**src/rtl/timersoc_rom_arbiter.sv**
```systemverilog
// Round-robin arbiter for the single-port program memory, shared by the CPU data side (port 0)
// and the debug/boot loader (port 1). It gates loader writes and returns tagged read data.
module timersoc_rom_arbiter #(
  parameter int DEPTH = 20480,
  parameter int AW    = 15
) (
  input  logic          clk,
  input  logic          reset_n,
  input  logic [AW-1:0] m0_address,
  input  logic          m0_read,
  input  logic          m0_write,
  input  logic [3:0]    m0_byteenable,
  input  logic [31:0]   m0_writedata,
  output logic          m0_waitrequest,
  output logic [31:0]   m0_readdata,
  output logic          m0_readdatavalid,
  input  logic [AW-1:0] m1_address,
  input  logic          m1_read,
  input  logic          m1_write,
  input  logic [3:0]    m1_byteenable,
  input  logic [31:0]   m1_writedata,
  output logic          m1_waitrequest,
  output logic [31:0]   m1_readdata,
  output logic          m1_readdatavalid,
  input  logic          m1_lock,
  input  logic          load_en,
  input  logic          freeze,
  output logic [AW-1:0] mem_address,
  output logic [3:0]    mem_byteenable,
  output logic [31:0]   mem_writedata,
  output logic          mem_chipselect,
  output logic          mem_write,
  output logic          mem_debugaccess,
  output logic          mem_clken,
  input  logic [31:0]   mem_readdata,
  output logic [1:0]    err_status,
  input  logic          err_clear
);

  localparam logic [AW:0] DEPTH_W = DEPTH[AW:0];

  logic          req0, req1, gnt0, gnt1, gnt_any;
  logic [AW-1:0] sel_addr;
  logic          sel_read, oor, illegal_wr, rd_acc, rd_live;
  logic [31:0]   rdata;
  logic          last_grant_q, last_grant_d;
  logic          lock_q, lock_d;
  logic          pend_q, pend_d;
  logic          tag_q, tag_d;
  logic          oor_q, oor_d;
  logic [1:0]    err_q, err_d;

  assign req0 = m0_read | m0_write;
  assign req1 = m1_read | m1_write;

  // last_grant_q=1 means port 1 was served last, so port 0 wins the next contention.
  always_comb begin
    gnt0 = 1'b0;
    gnt1 = 1'b0;
    if (reset_n && !freeze) begin
      if (lock_q) begin
        gnt1 = req1;
      end else if (req0 && req1) begin
        gnt0 = last_grant_q;
        gnt1 = ~last_grant_q;
      end else begin
        gnt0 = req0;
        gnt1 = req1;
      end
    end
  end

  assign gnt_any        = gnt0 | gnt1;
  assign m0_waitrequest = req0 & ~gnt0;
  assign m1_waitrequest = req1 & ~gnt1;

  always_comb begin
    sel_addr        = gnt1 ? m1_address : m0_address;
    sel_read        = gnt1 ? m1_read : (gnt0 & m0_read);
    oor             = gnt_any & ({1'b0, sel_addr} >= DEPTH_W);
    illegal_wr      = (gnt0 & m0_write) | (gnt1 & m1_write & ~load_en);
    rd_acc          = sel_read;
    mem_address     = gnt_any ? sel_addr : '0;
    mem_byteenable  = gnt1 ? m1_byteenable : (gnt0 ? m0_byteenable : 4'h0);
    mem_writedata   = gnt1 ? m1_writedata : (gnt0 ? m0_writedata : 32'h0);
    mem_chipselect  = gnt_any & ~oor;
    mem_clken       = gnt_any & ~oor;
    mem_write       = gnt1 & m1_write & load_en & ~oor;
    mem_debugaccess = gnt1 & m1_write & load_en & ~oor;
  end

  always_comb begin
    last_grant_d = gnt1 ? 1'b1 : (gnt0 ? 1'b0 : last_grant_q);
    lock_d       = !m1_lock ? 1'b0 : (gnt1 ? 1'b1 : lock_q);
    pend_d       = rd_acc;
    tag_d        = rd_acc ? gnt1 : tag_q;
    oor_d        = rd_acc ? oor : oor_q;
    err_d        = err_clear ? 2'b00 : (err_q | {oor, illegal_wr});
  end

  always_ff @(posedge clk) begin
    if (!reset_n) begin
      last_grant_q <= 1'b1;
      lock_q       <= 1'b0;
      pend_q       <= 1'b0;
      err_q        <= 2'b00;
    end else begin
      last_grant_q <= last_grant_d;
      lock_q       <= lock_d;
      pend_q       <= pend_d;
      err_q        <= err_d;
    end
  end

  always_ff @(posedge clk) begin
    tag_q <= tag_d;
    oor_q <= oor_d;
  end

  // A return still in flight when reset is applied is suppressed, not delivered.
  assign rd_live          = pend_q & reset_n;
  assign rdata            = oor_q ? 32'h0 : mem_readdata;
  assign m0_readdatavalid = rd_live & ~tag_q;
  assign m1_readdatavalid = rd_live & tag_q;
  assign m0_readdata      = (rd_live & ~tag_q) ? rdata : 32'h0;
  assign m1_readdata      = (rd_live & tag_q) ? rdata : 32'h0;
  assign err_status       = err_q;

endmodule

```
**config.mk**
```make
export PLATFORM = sky130hd
export DESIGN_NAME = timersoc_rom_arbiter
export DESIGN_NICKNAME = d
export VERILOG_FILES = /design/src/rtl/timersoc_rom_arbiter.sv
export SDC_FILE = /design/constraint.sdc
export NUM_CORES = 1
export LEC_CHECK = 0
export CAP_MARGIN = 20
export CORE_AREA = 2 2 106 108
export DETAILED_ROUTE_END_ITERATION = 8
export DIE_AREA = 0 0 108 110
export PLACE_DENSITY = 0.69
export SYNTH_ARGS = -nofsm -noshare
export SYNTH_HDL_FRONTEND = slang
export SYNTH_SLANG_ARGS = --single-unit
```
**constraint.sdc**
```tcl
create_clock -name clk -period 2.8 [get_ports clk]
set_clock_uncertainty 0.15 [all_clocks]
set_input_delay 0.56 -clock clk [delete_from_list [all_inputs] [get_ports clk]]
set_output_delay 0.56 -clock clk [all_outputs]
set_load 0.1 [all_outputs]
```
; Yosys cells after proc, flatten, opt, wreduce, memory -nomap -nowiden
; Index checks and enable logic that the tools add are counted.
[op_classes]
bitwise = 25
n_mux = 16
n_reduce_logical = 6
magnitude_cmp = 1
[ops]
columns = operator, count
row1 = two-way mux 32 bit, 5
row2 = two-way mux 15 bit, 2
row3 = greater-or-equal comparator 15 bit (second input constant), 1
row4 = AND 1 bit, 13
row5 = two-way mux 4 bit, 2
row6 = two-way mux 1 bit, 7
row7 = NOT 1 bit, 7
row8 = OR 1 bit, 4
row9 = OR reduction 2 bit, 2
row10 = logical AND 1 bit, 2
row11 = OR 2 bit, 1
row12 = AND reduction 2 bit, 1
row13 = zero test 1 bit, 1
[word_totals]
elab_cells = 54
inputBits = 144
reg_bits = 7
out_inout_bits = 125

; Logic depth before layout (Yosys ltp)
[logic_depth]
word_depth = 10
depth_mapped = 5
ltp_nobuf = 4

; Worst setup path before layout
; Ideal clock, no wire load.
[synth_timing]
path_type = input to output
startpoint = input m0_write
endpoint = output mem_write
path_buffers = 1
required_time_ns = 2.090
stages = 4
t_arrival_ns = 3.802
slack_ns = -1.712
path_cell_list = nor2_1 -> o211ai_1 -> nor3_1 -> buf_4
[synth_between]
elab_chain_len = 10
word_cells_on_any_way = 16
classes_between = order compare (1) / mux (7) / bitwise (7) / reduce/logical (1)
[synth_lines]
columns = element, line_no
row1 = from (decl), 11  ; input logic m0_write,
row2 = OR 1 bit *, 53  ; assign req0 = m0_read | m0_write;
row3 = logical AND 1 bit, 63  ; end else if (req0 && req1) begin
row4 = two-way mux 1 bit, 63
row5 = two-way mux 1 bit, 61  ; if (lock_q) begin
row6 = two-way mux 1 bit, 60  ; if (reset_n && !freeze) begin
row7 = two-way mux 15 bit, 78  ; sel_addr = gnt1 ? m1_address : m0_address;
row8 = greater-or-equal comparator 15 bit, 80  ; oor = gnt_any & ({1'b0, sel_addr} >= DEPTH_W);
row9 = AND 1 bit, 80
row10 = NOT 1 bit, -
row11 = AND 1 bit *, -
row12 = to (decl), 32  ; output logic mem_write,
; Mark *: on every way between the ends. The rest lies on a longest branch, timed or not.

; Worst setup path in the final report
[layout_timing]
startpoint = input m1_read
endpoint = output mem_writedata[3]
[layout_between]
elab_chain_len = 7
word_cells_on_any_way = 10
classes_between = mux (8) / bitwise (1) / reduce/logical (1)
[layout_lines]
columns = element, line_no
row1 = from (decl), 18  ; input logic m1_read,
row2 = OR 1 bit *, 54  ; assign req1 = m1_read | m1_write;
row3 = logical AND 1 bit, 63
row4 = two-way mux 1 bit, 63
row5 = two-way mux 1 bit, 61
row6 = two-way mux 1 bit, 60
row7 = two-way mux 32 bit, 85  ; mem_writedata = gnt1 ? m1_writedata : (gnt0 ? m0_writedata : 32'h0);
row8 = two-way mux 32 bit *, 85
row9 = to (decl), 30  ; output logic [31:0] mem_writedata,
; Marks and branches as above.

==> impl_results.md <==
* Rows at 38
* Post-route cell area at 6490 um^2
* Final Hold Fails at 0
* Status: finished clean
* Critical path class: in2out
* Internal power at 0.7557 mW
* Via count at 2760
* Ant diodes at 0
* CP required at 2090 ps
* Dpl cell area at 5928 um^2
* Ratio of cells with drive above 1 in the final layout at 0.5517
* Fin crit share at 0.9792
* Worst-Skew Late Latency at 220 ps
* Reg2reg end: tag_q
* CTS clk-pin slew, worst paths at 40 ps
* Syn avg cell area at 6.467 um^2
* Final net count at 638
* Register area at 160.2 um^2
* Layout Area Growth over Synthesis at 371.1%
* Drt wl/cell at 18.23 um
* WP data arrival at 2030 ps
* First DRT Iteration DRCs at 47
* Tot GR Track Use at 0.1888
* Cell accounting for the most synthesized area: a22o_1
* Filler cells at 868
* Netlist cell types at 31
* Largest net degree at the start of global routing at 34
* Ranking of synthesized cells by area: a22o_1 34%, nor2_1 18%, nand2b_1 15%, dfxtp_1 7.3%, edfxtp_1 4.4%
* Worst r2r src: lock_q
* Gate Count Post-Synth at 213
* Number of flops mapped to enable cells by yosys at 2
* Hold_sp: err_status[1]
* Sequential-to-total area share from yosys stat at 0.1163
* P_leak at 2.672 nW
* Combinational share of power at 0.828
* Worst Tran Pin Value at 751.3 ps
* Final cell count without fillers at 633
* Worst hold margin at 330.2 ps
* Detailed Routing Iterations Pass 1 at 4
* Ports at 269
* Via density at 4.360
* Multi-input logic area at 1720 um^2
* R2R cell count at 6
* Vias in the first global route at 3119
* Die width at 108 um
* First-pass GRT wire length at 17060 um
* Syn Nets at 357
* Synth top area share at 0.3370
* Die area at 11880 um^2
* Number of port buffers at 268
* Reported net switching power at 0.7017 mW
* Post-route core utilization at 0.6067
* CTS tree: yes
* Initial antenna violation count at 0
* Pwr Total at 1.457 mW
* Worst-case hold path end point: err_status[1]
* Fmax achieved at 0.3647 GHz
* Num CTS Buffers at 3
* Switching Share at 0.4814
* Root buf cell: clkbuf_8
* Worst setup EP type: output port
* Top FF cell, synth: dfxtp_1
* Crit start category: input pin
* Cell Count Post-Placement at 615
* Final setup viols at 0
* Clock buffer depth at 2
* Rel. slew slack at 0.4991
* Initial Util at 0.1288
* Hold depth at 2
* Fin. max-slew vios at 0
* Gpl congestion at 0.8557
* #FFs+latches synth at 7
* Synthesized area at 1378 um^2
* CORE AREA at 10700 um^2
* Part of the power in registers at 0.078
* Htree depth at 1
* Max-cap violations at 0
* PD cells at 224.6 nW/um^2
* Tmin final at 2742 ps
* R2r setup slk at 990 ps
* GRT overflow at 0
* HP Class: reg2reg
* Clock Power Share at 0.094
* Die height at 110 um
* Yosys warns at 0
* Worst vdd rail ir drop at 151.6 uV
* Post-synth ARST share at 0
* Hpwl dp at 9393 um
* Worst-path maximum fanout at 7
* Clock sinks at 7
* Routed WL at 11540 um
* # DRC at 0
* Unrepaired setup endpoints after global routing: false
* Post-DRT Antenna Nets at 0
power groups by stage:
stage / logic, mW / registers [mW] / clock network [mW]
2_1_floorplan: 0.585 / 0.118 / 0
3_5_place_dp: 1.12 / 0.116 / 0
3_3_place_gp: 1.11 / 0.115 / 0
6_report: 1.21 / 0.114 / 0.137
5_1_grt: 1.24 / 0.115 / 0.151
4_1_cts: 1.19 / 0.114 / 0.143
state kept, by name, indices dropped and copies added, names as in the netlist:
signal and count:
lock_q 1, tag_q 1, oor_q 1, last_grant_q 1
pend_q 1, err_status 2
area by class of cell:
| cell class | instances | area share |
|---|---|---|
| Multi-Input combinational cell | 178 | 0.2651 |
| Tap cell | 140 | 0.02699 |
| Clock buffer | 4 | 0.006940 |
| Inverter | 7 | 0.004049 |
| Sequential cell | 7 | 0.02468 |
| Timing Repair Buffer | 297 | 0.6723 |
stage by stage:
step / setup WS, ps / setup TNS (ps)
floorplan: -213.8 / -3055
global placement: -223.5 / -9833
detailed placement: -262.1 / -12190
CTS: 29.17 / 0
global route: 4.611 / 0
finish: 58.31 / 0
layout by cell type (no fill, tap or decap), types with 2 or more instances in the layout:
cell,count
nor3_4,2
nor2_1,16
clkbuf_8,3
buf_12,132
buf_16,6
clkdlybuf4s50_1,137
dfxtp_1,5
nor2_2,50
a22o_1,2
o21ai_0,2
nand2b_1,34
a22o_4,51
buf_4,12
clkbuf_2,3
edfxtp_1,2
inv_1,6
o2111ai_1,2
buf_6,3
buf_2,2
nand2_1,2
worst max path at each step:
stage | startpoint | to | slack [ps]
after global routing | m1_read | mem_writedata[3] | 5
after global placement | m0_write | mem_byteenable[3] | -220
after detailed placement | m0_read | mem_byteenable[3] | -260
after floorplan | reset_n | m1_readdata[18] | -210
after CTS | m1_read | mem_writedata[29] | 30
final | m1_read | mem_writedata[3] | 60
cells by family (layout without fill, tap and decap cells):
kind of cell | count (synthesis) | count (layout) | share of synthesized area
simple gates | 113 | 113 | 0.3933
buf+inv | 28 | 308 | 0.08719
flops | 7 | 7 | 0.1163
compound gates | 65 | 65 | 0.4033
repair_timing:
action	CTS	global route
resized for setup	41	20
buffers inserted	6	1
setup endpoints to repair	56	51
pin swaps	4	2
gates cloned	6	1
hold buffers	0	0
per-layer routing:
metal / routed length (um) / GRT usage / vias up
met2: 6573 / 0.3819 / 158
met4: 146 / 0.03755 / 0
met5: 0 / 0 / -
met1: 3670 / 0.1846 / 1272
met3: 1152 / 0.06526 / 10
li1: - / - / 1320
critical path: stages:
cell and delay, ps:
clkdlybuf4s15_1 210, or2_4 250, o211ai_1 150, inv_2 110, buf_12 160, clkbuf_16 160, a22o_4 270, buf_12 160
Yosys cell counts (2+ instances only):
master	number
nor2_1	67
clkbuf_1	10
buf_2	6
edfxtp_1	2
a22o_1	53
o2111ai_1	2
nand2_1	2
inv_1	6
buf_1	3
nand3_1	2
nand2b_1	34
o21ai_0	2
dfxtp_1	5
buf_4	2
(Power assumes the default switching activity.)
